[src/rtl/ro_pkg.sv]
// Shared types, default widths and the configuration sanity check for the row sequencer.
// Latency: n/a (declarations only).
// Backpressure: n/a.
//
// Contents:
//   RO_ROW_W / RO_CNT_W : default row-address and timing-counter widths
//   ro_state_t          : sequencer states IDLE and ROW
//   ro_cfg_ok()         : 1 when a frame configuration may be started
package ro_pkg;

  localparam int RO_ROW_W = 9;
  localparam int RO_CNT_W = 16;

  typedef enum logic {
    IDLE = 1'b0,
    ROW  = 1'b1
  } ro_state_t;

  // Arguments are zero-extended to 32 bits by the caller. The last CP pulse
  // time is formed in 64 bits so cp_n*cp_per can never wrap into range.
  function automatic logic ro_cfg_ok(
    input logic [31:0] t_row,
    input logic [31:0] row_start,
    input logic [31:0] row_end,
    input logic [31:0] row_step,
    input logic [31:0] col_en_w,
    input logic [31:0] prech_w,
    input logic [31:0] cp_dly,
    input logic [31:0] cp_per,
    input logic [31:0] cp_n,
    input logic [31:0] pr_dly,
    input logic [31:0] pr_w
  );
    logic [63:0] cp_last;
    logic        ok;
    cp_last = {32'd0, cp_dly} + {32'd0, cp_n - 32'd1} * {32'd0, cp_per};
    ok = (t_row >= 32'd2) && (row_step != 32'd0) && (row_start <= row_end) &&
         (col_en_w <= t_row) && (prech_w <= t_row) &&
         (({1'b0, pr_dly} + {1'b0, pr_w}) <= {1'b0, t_row});
    if ((cp_n != 32'd0) && ((cp_per == 32'd0) || (cp_last >= {32'd0, t_row}))) begin
      ok = 1'b0;
    end
    return ok;
  endfunction

endpackage

[src/rtl/ro_window.sv]
// Registered window strobe: high while cnt_i lies in [start_i, start_i+width_i).
// Latency: output registers the compare of the inputs presented at the same edge.
// Backpressure: none; en_i low forces the strobe low.
//
// Ports:
//   clk_100, rst           : clock, synchronous active-high reset
//   en_i                   : window may assert (frame active in the coming cycle)
//   cnt_i, start_i, width_i: row-cycle count and window placement
//   win_o                  : registered window level
module ro_window
  import ro_pkg::*;
#(
  parameter int CNT_W = RO_CNT_W
) (
  input  logic             clk_100,
  input  logic             rst,
  input  logic             en_i,
  input  logic [CNT_W-1:0] cnt_i,
  input  logic [CNT_W-1:0] start_i,
  input  logic [CNT_W-1:0] width_i,
  output logic             win_o
);

  logic [CNT_W:0] stop_w;
  logic           hit;
  logic           win_q;

  // One extra bit so start+width near the top of the range does not wrap.
  assign stop_w = {1'b0, start_i} + {1'b0, width_i};
  assign hit    = en_i && (cnt_i >= start_i) && ({1'b0, cnt_i} < stop_w);

  always_ff @(posedge clk_100) begin
    if (rst) begin
      win_q <= 1'b0;
    end else begin
      win_q <= hit;
    end
  end

  assign win_o = win_q;

endmodule

[src/rtl/ro_row_seq.sv]
// Readout row sequencer: steps ROWADD over a frame and times column/pixel strobes per row.
// Latency: trigger at edge k -> busy and row cycle t=0 outputs in cycle k+1; all outputs registered.
// Backpressure: none; trigger while busy is ignored, abort ends the frame at the next edge.
//
// Ports:
//   clk_100, rst                       : clock, synchronous active-high reset
//   trigger, abort                     : frame start request / immediate stop
//   row_start, row_end, row_step       : row range (inclusive) and increment
//   t_row, col_en_w, prech_w, cp_*,
//   pr_dly, pr_w, pga_en               : per-row timing, latched when a frame starts
//   busy, err, frame_done              : status (err and frame_done are 1-cycle pulses)
//   ROWADD, COL_L_EN, COL_PRECH,
//   CP_MUX_IN, PIXRES, PGA_RES         : row address and strobes
// Build option: READOUT_PGA_EN drives PGA_RES from the PIXRES window gated by pga_en;
// without it PGA_RES is held 0 and pga_en is ignored.
module ro_row_seq
  import ro_pkg::*;
#(
  parameter int ROW_W = RO_ROW_W,
  parameter int CNT_W = RO_CNT_W
) (
  input  logic             clk_100,
  input  logic             rst,
  input  logic             trigger,
  input  logic             abort,
  input  logic [ROW_W-1:0] row_start,
  input  logic [ROW_W-1:0] row_end,
  input  logic [ROW_W-1:0] row_step,
  input  logic [CNT_W-1:0] t_row,
  input  logic [CNT_W-1:0] col_en_w,
  input  logic [CNT_W-1:0] prech_w,
  input  logic [CNT_W-1:0] cp_dly,
  input  logic [CNT_W-1:0] cp_per,
  input  logic [CNT_W-1:0] cp_n,
  input  logic [CNT_W-1:0] pr_dly,
  input  logic [CNT_W-1:0] pr_w,
  input  logic             pga_en,
  output logic             busy,
  output logic             err,
  output logic             frame_done,
  output logic [ROW_W-1:0] ROWADD,
  output logic             COL_L_EN,
  output logic             COL_PRECH,
  output logic             CP_MUX_IN,
  output logic             PIXRES,
  output logic             PGA_RES
);

  ro_state_t        state_q, state_d;
  logic [CNT_W-1:0] t_q, t_d;
  logic [ROW_W-1:0] row_q, row_d;
  logic [ROW_W:0]   row_nxt;
  logic             busy_q, err_q, err_d, done_q, done_d, cp_q;
  logic             load, active_d, row_begin, cp_hit;

  // Latched frame configuration.
  logic [ROW_W-1:0] row_end_q, row_end_d, row_step_q, row_step_d;
  logic [CNT_W-1:0] t_row_q, t_row_d, col_en_w_q, col_en_w_d, prech_w_q, prech_w_d;
  logic [CNT_W-1:0] cp_dly_q, cp_dly_d, cp_per_q, cp_per_d, cp_n_q, cp_n_d;
  logic [CNT_W-1:0] pr_dly_q, pr_dly_d, pr_w_q, pr_w_d;

  // CP pulse tracking: time of the next pulse and pulses left in this row.
  logic [CNT_W:0]   cp_nxt_q, cp_nxt_d, cp_base_t;
  logic [CNT_W-1:0] cp_left_q, cp_left_d, cp_base_n;

  logic cfg_ok;
  assign cfg_ok = ro_cfg_ok(32'(t_row), 32'(row_start), 32'(row_end), 32'(row_step),
                            32'(col_en_w), 32'(prech_w), 32'(cp_dly), 32'(cp_per),
                            32'(cp_n), 32'(pr_dly), 32'(pr_w));

  // Next row in ROW_W+1 bits: a step past the top of the address space ends the
  // frame instead of wrapping back to a low row.
  assign row_nxt = {1'b0, row_q} + {1'b0, row_step_q};

  always_comb begin
    state_d = state_q;
    t_d     = t_q;
    row_d   = row_q;
    err_d   = 1'b0;
    done_d  = 1'b0;
    load    = 1'b0;
    unique case (state_q)
      IDLE: begin
        if (trigger) begin
          if (cfg_ok) begin
            load    = 1'b1;
            state_d = ROW;
            t_d     = '0;
            row_d   = row_start;
          end else begin
            err_d = 1'b1;
          end
        end
      end
      ROW: begin
        if (abort) begin
          state_d = IDLE;
          t_d     = '0;
        end else if (t_q == t_row_q - CNT_W'(1)) begin
          t_d = '0;
          if (row_nxt <= {1'b0, row_end_q}) begin
            row_d = row_nxt[ROW_W-1:0];
          end else begin
            state_d = IDLE;
            done_d  = 1'b1;
          end
        end else begin
          t_d = t_q + CNT_W'(1);
        end
      end
      default: state_d = IDLE;
    endcase
  end

  // Config seen by the strobe logic in the coming cycle: fresh inputs on the
  // starting edge, latched copy otherwise.
  always_comb begin
    row_end_d  = load ? row_end  : row_end_q;
    row_step_d = load ? row_step : row_step_q;
    t_row_d    = load ? t_row    : t_row_q;
    col_en_w_d = load ? col_en_w : col_en_w_q;
    prech_w_d  = load ? prech_w  : prech_w_q;
    cp_dly_d   = load ? cp_dly   : cp_dly_q;
    cp_per_d   = load ? cp_per   : cp_per_q;
    cp_n_d     = load ? cp_n     : cp_n_q;
    pr_dly_d   = load ? pr_dly   : pr_dly_q;
    pr_w_d     = load ? pr_w     : pr_w_q;
  end

  assign active_d  = (state_d == ROW);
  assign row_begin = active_d && (t_d == '0);

  // Pulse schedule restarts at t=0 of every row; each hit advances by cp_per.
  always_comb begin
    cp_base_t = row_begin ? {1'b0, cp_dly_d} : cp_nxt_q;
    cp_base_n = row_begin ? cp_n_d : cp_left_q;
    cp_hit    = active_d && (cp_base_n != '0) && ({1'b0, t_d} == cp_base_t);
    cp_nxt_d  = cp_hit ? cp_base_t + {1'b0, cp_per_d} : cp_base_t;
    cp_left_d = cp_hit ? cp_base_n - CNT_W'(1) : cp_base_n;
  end

  always_ff @(posedge clk_100) begin
    if (rst) begin
      state_q    <= IDLE;
      t_q        <= '0;
      row_q      <= '0;
      busy_q     <= 1'b0;
      err_q      <= 1'b0;
      done_q     <= 1'b0;
      cp_q       <= 1'b0;
      cp_nxt_q   <= '0;
      cp_left_q  <= '0;
      row_end_q  <= '0;
      row_step_q <= '0;
      t_row_q    <= '0;
      col_en_w_q <= '0;
      prech_w_q  <= '0;
      cp_dly_q   <= '0;
      cp_per_q   <= '0;
      cp_n_q     <= '0;
      pr_dly_q   <= '0;
      pr_w_q     <= '0;
    end else begin
      state_q    <= state_d;
      t_q        <= t_d;
      row_q      <= row_d;
      busy_q     <= active_d;
      err_q      <= err_d;
      done_q     <= done_d;
      cp_q       <= cp_hit;
      cp_nxt_q   <= cp_nxt_d;
      cp_left_q  <= cp_left_d;
      row_end_q  <= row_end_d;
      row_step_q <= row_step_d;
      t_row_q    <= t_row_d;
      col_en_w_q <= col_en_w_d;
      prech_w_q  <= prech_w_d;
      cp_dly_q   <= cp_dly_d;
      cp_per_q   <= cp_per_d;
      cp_n_q     <= cp_n_d;
      pr_dly_q   <= pr_dly_d;
      pr_w_q     <= pr_w_d;
    end
  end

  ro_window #(.CNT_W(CNT_W)) u_col_en (
    .clk_100(clk_100), .rst(rst), .en_i(active_d), .cnt_i(t_d),
    .start_i('0), .width_i(col_en_w_d), .win_o(COL_L_EN)
  );

  ro_window #(.CNT_W(CNT_W)) u_prech (
    .clk_100(clk_100), .rst(rst), .en_i(active_d), .cnt_i(t_d),
    .start_i('0), .width_i(prech_w_d), .win_o(COL_PRECH)
  );

  ro_window #(.CNT_W(CNT_W)) u_pixres (
    .clk_100(clk_100), .rst(rst), .en_i(active_d), .cnt_i(t_d),
    .start_i(pr_dly_d), .width_i(pr_w_d), .win_o(PIXRES)
  );

`ifdef READOUT_PGA_EN
  logic pga_q, pga_d;
  assign pga_d = load ? pga_en : pga_q;

  always_ff @(posedge clk_100) begin
    if (rst) begin
      pga_q <= 1'b0;
    end else begin
      pga_q <= pga_d;
    end
  end

  // Same window as PIXRES, gated by the pga_en captured at frame start.
  ro_window #(.CNT_W(CNT_W)) u_pga (
    .clk_100(clk_100), .rst(rst), .en_i(active_d && pga_d), .cnt_i(t_d),
    .start_i(pr_dly_d), .width_i(pr_w_d), .win_o(PGA_RES)
  );
`else
  logic unused_pga_en;
  assign unused_pga_en = pga_en;
  assign PGA_RES       = 1'b0;
`endif

  assign busy       = busy_q;
  assign err        = err_q;
  assign frame_done = done_q;
  assign ROWADD     = row_q;
  assign CP_MUX_IN  = cp_q;

endmodule

[config.mk]
export PLATFORM = sky130hd
export DESIGN_NAME = ro_row_seq
export DESIGN_NICKNAME = d
export VERILOG_FILES = /design/src/rtl/ro_pkg.sv /design/src/rtl/ro_window.sv /design/src/rtl/ro_row_seq.sv
export SDC_FILE = /design/constraint.sdc
export NUM_CORES = 2
export LEC_CHECK = 0
export CORE_MARGIN = 2
export CORE_UTILIZATION = 55
export DETAILED_ROUTE_END_ITERATION = 16
export PLACE_DENSITY = 0.74
export SLEW_MARGIN = 40
export SYNTH_ARGS = -nofsm -noshare
export SYNTH_HDL_FRONTEND = slang
export SYNTH_SLANG_ARGS = --single-unit
[constraint.sdc]
create_clock -name clk_100 -period 23.9 [get_ports clk_100]
set_input_delay 3.585 -clock clk_100 [delete_from_list [all_inputs] [get_ports clk_100]]
set_output_delay 3.585 -clock clk_100 [all_outputs]
set_load 0.005 [all_outputs]
* Word level (Yosys, flattened, before mapping) *
Index checks and enable logic that the tools add are counted.

word-level totals
  flip-flop bits (word level) = 211
  bits of input ports = 160
  output and inout bits = 17

operators by class
  add/subtract/negate cells = 9
  multiply operators = 1
  magnitude comparators = 12
  equal/unequal tests = 7
  muxes and demuxes = 32
  bitwise gates (word level) = 3
  reduce and logical (&&, ||, !) cells = 23

operators with widths
  cell                                                                     number
  16-bit two-way mux                                                       13
  16-bit by 48-bit adder with 49-bit output                                1
  49-bit by 16-bit >= comparator with 1-bit output                         1
  32-bit by 16-bit multiplier with 48-bit output                           1
  9-bit two-way mux                                                        5
  16-bit by 16-bit adder with 17-bit output                                2
  17-bit two-way mux                                                       2
  16-bit <= comparator                                                     2
  16-bit zero test                                                         2
  16-bit < comparator                                                      2
  16-bit one-hot mux with 2 select lines                                   1
  16-bit nonzero test                                                      2
  16-bit by 1-bit subtractor with 16-bit output (second input constant)    2
  9-bit one-hot mux with 2 select lines                                    1
  17-bit by 16-bit adder with 17-bit output                                1
  16-bit by 17-bit equality test with 1-bit output                         1
  17-bit by 16-bit <= comparator with 1-bit output                         1
  16-bit by 17-bit < comparator with 1-bit output                          1
  16-bit by 1-bit subtractor with 17-bit output (second input constant)    1
  16-bit by 1-bit adder with 16-bit output (second input constant)         1
  16-bit equality test                                                     1
  16-bit by 1-bit >= comparator with 1-bit output (second input constant)  1
  16-bit >= comparator                                                     1
  16-bit by 2-bit >= comparator with 1-bit output (second input constant)  1
  14 further kinds                                                         40

* Logic depth before layout (Yosys ltp) *
  depth after elaboration = 17
  gate-level depth with buffers = 63

* By module *
Synthesis repeated with hierarchy kept, for this count alone.

unflattened totals
  cells, all modules = 4017
  area total of the unflattened synthesis = 32666.3 um^2

by module, submodules not included
  module      times used  cells each  area an instance (um^2)  seq. area each (um^2)
  ro_row_seq  1           3474        28252.1                  4164.0
  ro_window   3           181         1471.4                   20.0

* Least setup slack after synthesis *
No wires, ideal clock.

  kind = in2reg
  start = input port cp_n[4]
  end = register u_pixres.win_q, in the netlist u_pixres.win_o
  arrival time = 17.360 ns
  data required time = 23.766 ns
  slack = 6.405 ns
  stages on the path = 57
  buffers on the path = 8
  path through = or4_1 > nor3_1 > nand3_1 > or2_2 > nor3_1 > clkbuf_1 > clkbuf_1 > nand2_1 > fa_1 > inv_1 > fa_1 > inv_1 > fa_1 > fa_1 > inv_1 > fa_1 > inv_1 > fa_1 > (+21 left out) > a21o_1 > a21oi_1 > o21ai_0 > o31ai_1 > a21oi_1 > o221a_2 > a221oi_1 > nand2_1 > a21o_1 > a21oi_1 > xor2_1 > ha_1 > a211oi_1 > nand2_1 > a21oi_1 > or4_1 > a211oi_1 > a211oi_1

on the way
  word-level cells in the longest chain between the ends = 14
  elaborated cells on any way between the ends = 22
  those cells by class = add/sub: 3; mul: 1; order compare: 3; mux: 10; reduce/logical: 5

ends and longest elaborated chain
  what                                                                                  line                              source
  start: declaration                                                                    ro_row_seq.sv:34                  input logic [CNT_W-1:0] cp_n,
  16-bit by 1-bit subtractor with 17-bit output                                         ro_pkg.sv:36                      cp_last = {32'd0, cp_dly} + {32'd0, cp_n - 32'd1} * {32'd0, cp_per};
  32-bit by 16-bit multiplier with 48-bit output                                        ro_pkg.sv:36
  16-bit by 48-bit adder with 49-bit output                                             ro_pkg.sv:36
  49-bit by 16-bit >= comparator with 1-bit output                                      ro_pkg.sv:40                      if ((cp_n != 32'd0) && ((cp_per == 32'd0) || (cp_last >= {32'd0, t_row}))) begin
  1-bit logical OR                                                                      ro_pkg.sv:40
  1-bit logical AND *                                                                   ro_pkg.sv:40
  1-bit two-way mux *                                                                   ro_pkg.sv:40
  1-bit two-way mux *                                                                   ro_row_seq.sv:85                  if (cfg_ok) begin
  1-bit two-way mux *                                                                   ro_row_seq.sv:84                  if (trigger) begin
  1-bit two-way mux *                                                                   ro_row_seq.sv:82                  unique case (state_q)
  16-bit two-way mux *                                                                  ro_row_seq.sv:126                 pr_dly_d = load ? pr_dly : pr_dly_q;
  via pr_dly_d[0]                                                                       ro_row_seq.sv:60                  logic [CNT_W-1:0] pr_dly_q, pr_dly_d, pr_w_q, pr_w_d;
  16-bit by 16-bit adder with 17-bit output or 16-bit >= comparator (tied branches)     ro_window.sv:29, ro_window.sv:30
  16-bit by 17-bit < comparator with 1-bit output or 1-bit logical AND (tied branches)  ro_window.sv:30                   assign hit = en_i && (cnt_i >= start_i) && ({1'b0, cnt_i} < stop_w);
  1-bit logical AND *                                                                   ro_window.sv:30
  end signal: assignment                                                                ro_window.sv:36                   win_q <= hit;
  end: declaration                                                                      ro_window.sv:26                   logic win_q;

Mark *: on every way through the listed nets, which the timed path passes. The rest lies on a longest branch.
A chain may end at the register's enable or synchronous reset.

* Worst setup path after layout *
  start = input port cp_n[2]
  end = register cp_nxt_q[16]

on the way
  elaborated cells on any way between the ends = 28
  those cells by class = add/sub: 3; mul: 1; order compare: 1; eq/ne: 1; mux: 14; reduce/logical: 8

RTL lines
  what                                              line               source
  16-bit by 1-bit subtractor with 17-bit output     ro_pkg.sv:36
  32-bit by 16-bit multiplier with 48-bit output    ro_pkg.sv:36
  16-bit by 48-bit adder with 49-bit output         ro_pkg.sv:36
  49-bit by 16-bit >= comparator with 1-bit output  ro_pkg.sv:40
  1-bit logical OR                                  ro_pkg.sv:40
  1-bit logical AND *                               ro_pkg.sv:40
  1-bit two-way mux *                               ro_pkg.sv:40
  1-bit two-way mux *                               ro_row_seq.sv:85
  1-bit two-way mux *                               ro_row_seq.sv:84
  1-bit two-way mux *                               ro_row_seq.sv:82
  16-bit two-way mux *                              ro_row_seq.sv:124  cp_per_d = load ? cp_per : cp_per_q;
  via cp_per_d[0]                                   ro_row_seq.sv:59   logic [CNT_W-1:0] cp_dly_q, cp_dly_d, cp_per_q, cp_per_d, cp_n_q, cp_n_d;
  17-bit by 16-bit adder with 17-bit output *       ro_row_seq.sv:138  cp_nxt_d = cp_hit ? cp_base_t + {1'b0, cp_per_d} : cp_base_t;
  17-bit two-way mux *                              ro_row_seq.sv:138
  end signal: assignment                            ro_row_seq.sv:171  cp_nxt_q <= cp_nxt_d;
  end: declaration                                  ro_row_seq.sv:63   logic [CNT_W:0] cp_nxt_q, cp_nxt_d, cp_base_t;

Marks and branches as above.

==> flow_summary.yaml <==
worst_setup_path:
  r2r_cells: 41
  arrival_ps: 19270
  critPathMaxStageDelay_ps: 860
  critical_path.reg2reg.startpoint: "ROWADD[0]"
  worstPathRequired_ps: 24400
  timing.reg2reg.setup_slack_ps: 14530
  worstPathMaxFanout: 55
  crit-reg2reg-capture: "cp_nxt_q[16]"
  critical_path_class: "primary input to register"
  critical_path.endpoint_type: "register"
  crit_slowest_cell: "sky130_fd_sc_hd__fa_1"
  crit_path_start_kind: "primary input"
synth:
  netlist_top_cells_count: "467 x sky130_fd_sc_hd__inv_1, 454 x sky130_fd_sc_hd__nand2_1, 342 x sky130_fd_sc_hd__fa_1, 333 x sky130_fd_sc_hd__ha_1, 265 x sky130_fd_sc_hd__nor2_1"
  synthesis.instances: 3721
  synth_top_flop_cell: "sky130_fd_sc_hd__dfxtp_1"
  synth_area_leader_cell: "sky130_fd_sc_hd__fa_1"
  post_synth_instance_area_um2: 30600
  syn-mean-instance-area_um2: 8.23
  ys.warnings.count: 0
  synth_top_area_share_pct: 22.4
  postSynthRegisterBits: 211
  synth_seq_area_share_pct: 13.8
  synth_cell_types: 105
  post_synth_main_area_contributors: "sky130_fd_sc_hd__fa_1 22%, sky130_fd_sc_hd__dfxtp_1 14%, sky130_fd_sc_hd__ha_1 14%"
  async_flop_share_pct: 0
  synthMostInstantiatedCell: "sky130_fd_sc_hd__inv_1"
  synth_fp_nets: 4556
  synth_enable_flop_cells: 0
min_path:
  min_to: "row_end_q[1]"
  min_from: "row_end_q[1]"
  min-delay-path-class: "register to register"
  timing.hold.worst_path_depth: 2
detailed_routing:
  detail_route.wirelength.met1_um: 38500
  met3_length_um: 6690
  dr.max_layer_used: "met4"
  route.detailed.drc: 0
  wl_um: 90100
  ant_nets: 0
  drt_iter0_markers: 2179
  wire_per_inst_um: 19.7
  vias: 26932
  post_drt_via_cell_ratio: 5.90
  detail_route.first_pass.iterations: 8
  routed_wire_length_on_met2_um: 41700
grt:
  globalRoute.totalOverflow: 0
  largest_net_degree_at_the_start_of_global_routing: 96
  gr-usage-all-layers_pct: 31.3
  first_pass_grt_wire_length_um: 142000
  first_global_vias: 26113
  number_of_antenna_violations_at_the_first_check_in_global_routing: 1
clocking:
  cts_buffers: 26
  cts.reportedPaths.clkPinSlew_ps: 60
  cts-resized-gates: 0
  post-cts-setup-buffers: 0
  clock_tree_from_tritoncts: "yes"
  cts-root-to-sink-buffers: 3
  cts.hold.buffers_added: 0
  cts.htree.levels: 1
  cts_root_buffer: "sky130_fd_sc_hd__clkbuf_16"
  number_of_sinks_handled_by_clock_tree_synthesis: 211
  clock_latency_late_sink_ps: 570
power_and_ir_drop:
  total_leakage_power_nw: 16.1
  comb_power_share_pct: 81.5
  powerDensity_nw_per_um2: 122
  p_int_w: 0.00190
  power_frac_seq_pct: 8.6
  switching_share_pct: 53.9
  ir_drop_worst_vdd_uv: 283
  power_total_w: 0.00411
  p_sw_w: 0.00222
  clkPwrFrac_pct: 10.0
die:
  starting_density_of_the_core_pct: 55.6
  die_w_um: 240
  die-area_um2: 57600
  placementRows: 86
  placeableCoreArea_um2: 55100
  boundaryPins: 177
  fp.dieH_um: 240
layout:
  layout.cells.non_filler: 4561
  antenna-diode-count: 0
  layout.filler_cells: 4958
  area_growth_syn_to_layout_pct: 10.6
  fin_nets: 4629
  fraction_of_layout_cells_with_a_size_suffix_above_1_pct: 4.04
job:
  drv.max_cap_violation_count: 0
timing:
  grt_setup_unrepaired: "false"
  fin_crit_sh_pct: 78.5
  pins_over_their_slew_limit: 0
  clock.fmax_ghz: 0.0533
  hold_violations: 0
  maxSlewHeadroom_pct: 41.7
  fin_tns_setup_ps: 0
  finalClockSkew_ps: 29.4
  layout_min_cycle_time_ps: 18770
  finalSetupViolCount: 0
  timing_worst_slew_pin_value_ps: 870
placed_design:
  routabilityCongestion: 0.978
  port-buffer-count: 174
  hpwl_um: 71200
  dp_cells: 4513
outcome:
  status: "finished clean"
## per-layer routing
metal,vias up,track usage (%)
met5,-,0
met1,12993,43.0
li1,12699,-
met3,179,3.16
met2,1061,52.0
met4,0,10.0
## cells by family after synthesis
logic type / count (synthesis) / share of synthesized area, %
muxes: 115 / 3.81
AOI/OAI and AO/OA: 706 / 15.1
and+or+nand+nor: 1255 / 19.9
xor gates and xnor gates: 117 / 3.35
buffers and inverters: 639 / 8.07
DFF: 211 / 13.8
other: 1 / 0.0122
adders and majority gates: 677 / 36.0
## sequential cells by signal (all words and copies together), names as in the netlist, 9 cells and up
name,cells
cp_nxt_q,17
col_en_w_q,16
cp_dly_q,16
cp_left_q,16
cp_n_q,16
cp_per_q,16
pr_dly_q,16
pr_w_q,16
prech_w_q,16
t_q,16
t_row_q,16
ROWADD,9
row_end_q,9
row_step_q,9
## power groups by stage
stage | logic (W) | registers, W | clock network [W]
CTS | 0.00331 | 0.000352 | 0.000413
detailed placement | 0.00329 | 0.000360 | 0
global route | 0.00370 | 0.000352 | 0.000428
global placement | 0.00325 | 0.000360 | 0
floorplan | 0.00252 | 0.000360 | 0
finish | 0.00335 | 0.000352 | 0.000410
## critical path: cells and delay by family
family,cells,cell delay (ps)
adder cells (fa/ha/maj),9,4670
AND/OR/NAND/NOR,19,4630
buffers and inverters,12,3180
AO/OA/AOI/OAI,16,3100
## cells in the final DEF, fill, tap and decap left out, drive strengths merged, types with 28 or more instances in the layout
cell type	Yosys	layout
and2	113	113
nor2b	52	52
and3	36	36
fa	342	342
nand4	59	59
nand3	57	57
a211oi	37	37
clkdlybuf4s50	0	169
a21oi	246	246
nand2	455	455
mux2i	106	106
inv	467	467
nor2	265	265
o21a	28	28
xnor2	85	85
a21o	63	63
xor2	32	32
clkbuf	128	38
o21ai	131	131
nor3	64	64
nand2b	28	28
ha	333	333
nor4	35	35
buf	44	47
dfxtp	211	211
## how the worst max path moves through the flow
stage	start	to	slack, ps	depth (start not counted)
3_5_place_dp	cp_n[2]	cp_nxt_q[16]	4830	56
2_1_floorplan	cp_n[4]	u_pixres.win_o	6410	57
3_3_place_gp	cp_n[2]	u_pixres.win_o	4870	55
5_1_grt	cp_n[4]	u_pixres.win_o	4240	54
4_1_cts	cp_n[2]	u_pixres.win_o	5350	53
6_report	cp_n[2]	cp_nxt_q[16]	5130	56
## per-stage QoR
stage	util [%]	instance area [um^2]	hold WS [ps]	setup slack, ps
after floorplan	-	30600	432	6410
after global placement	59.8	33000	440	4870
after detailed placement	59.9	33000	443	4830
after CTS	61.5	33900	451	5350
after global routing	61.5	33900	467	4240
final	61.5	33900	451	5130
## final cells by class
cell class,instances,area (um^2),share of cell area (%)
Clock buffer,37,732,2.16
Clock inverter,10,136,0.403
Inverter,467,1750,5.18
Multi-Input combinational cell,2871,24000,71.0
Sequential cell,211,4220,12.5
Tap cell,748,936,2.76
Timing Repair Buffer,217,2050,6.04
Power figures use the tool's default switching activity.
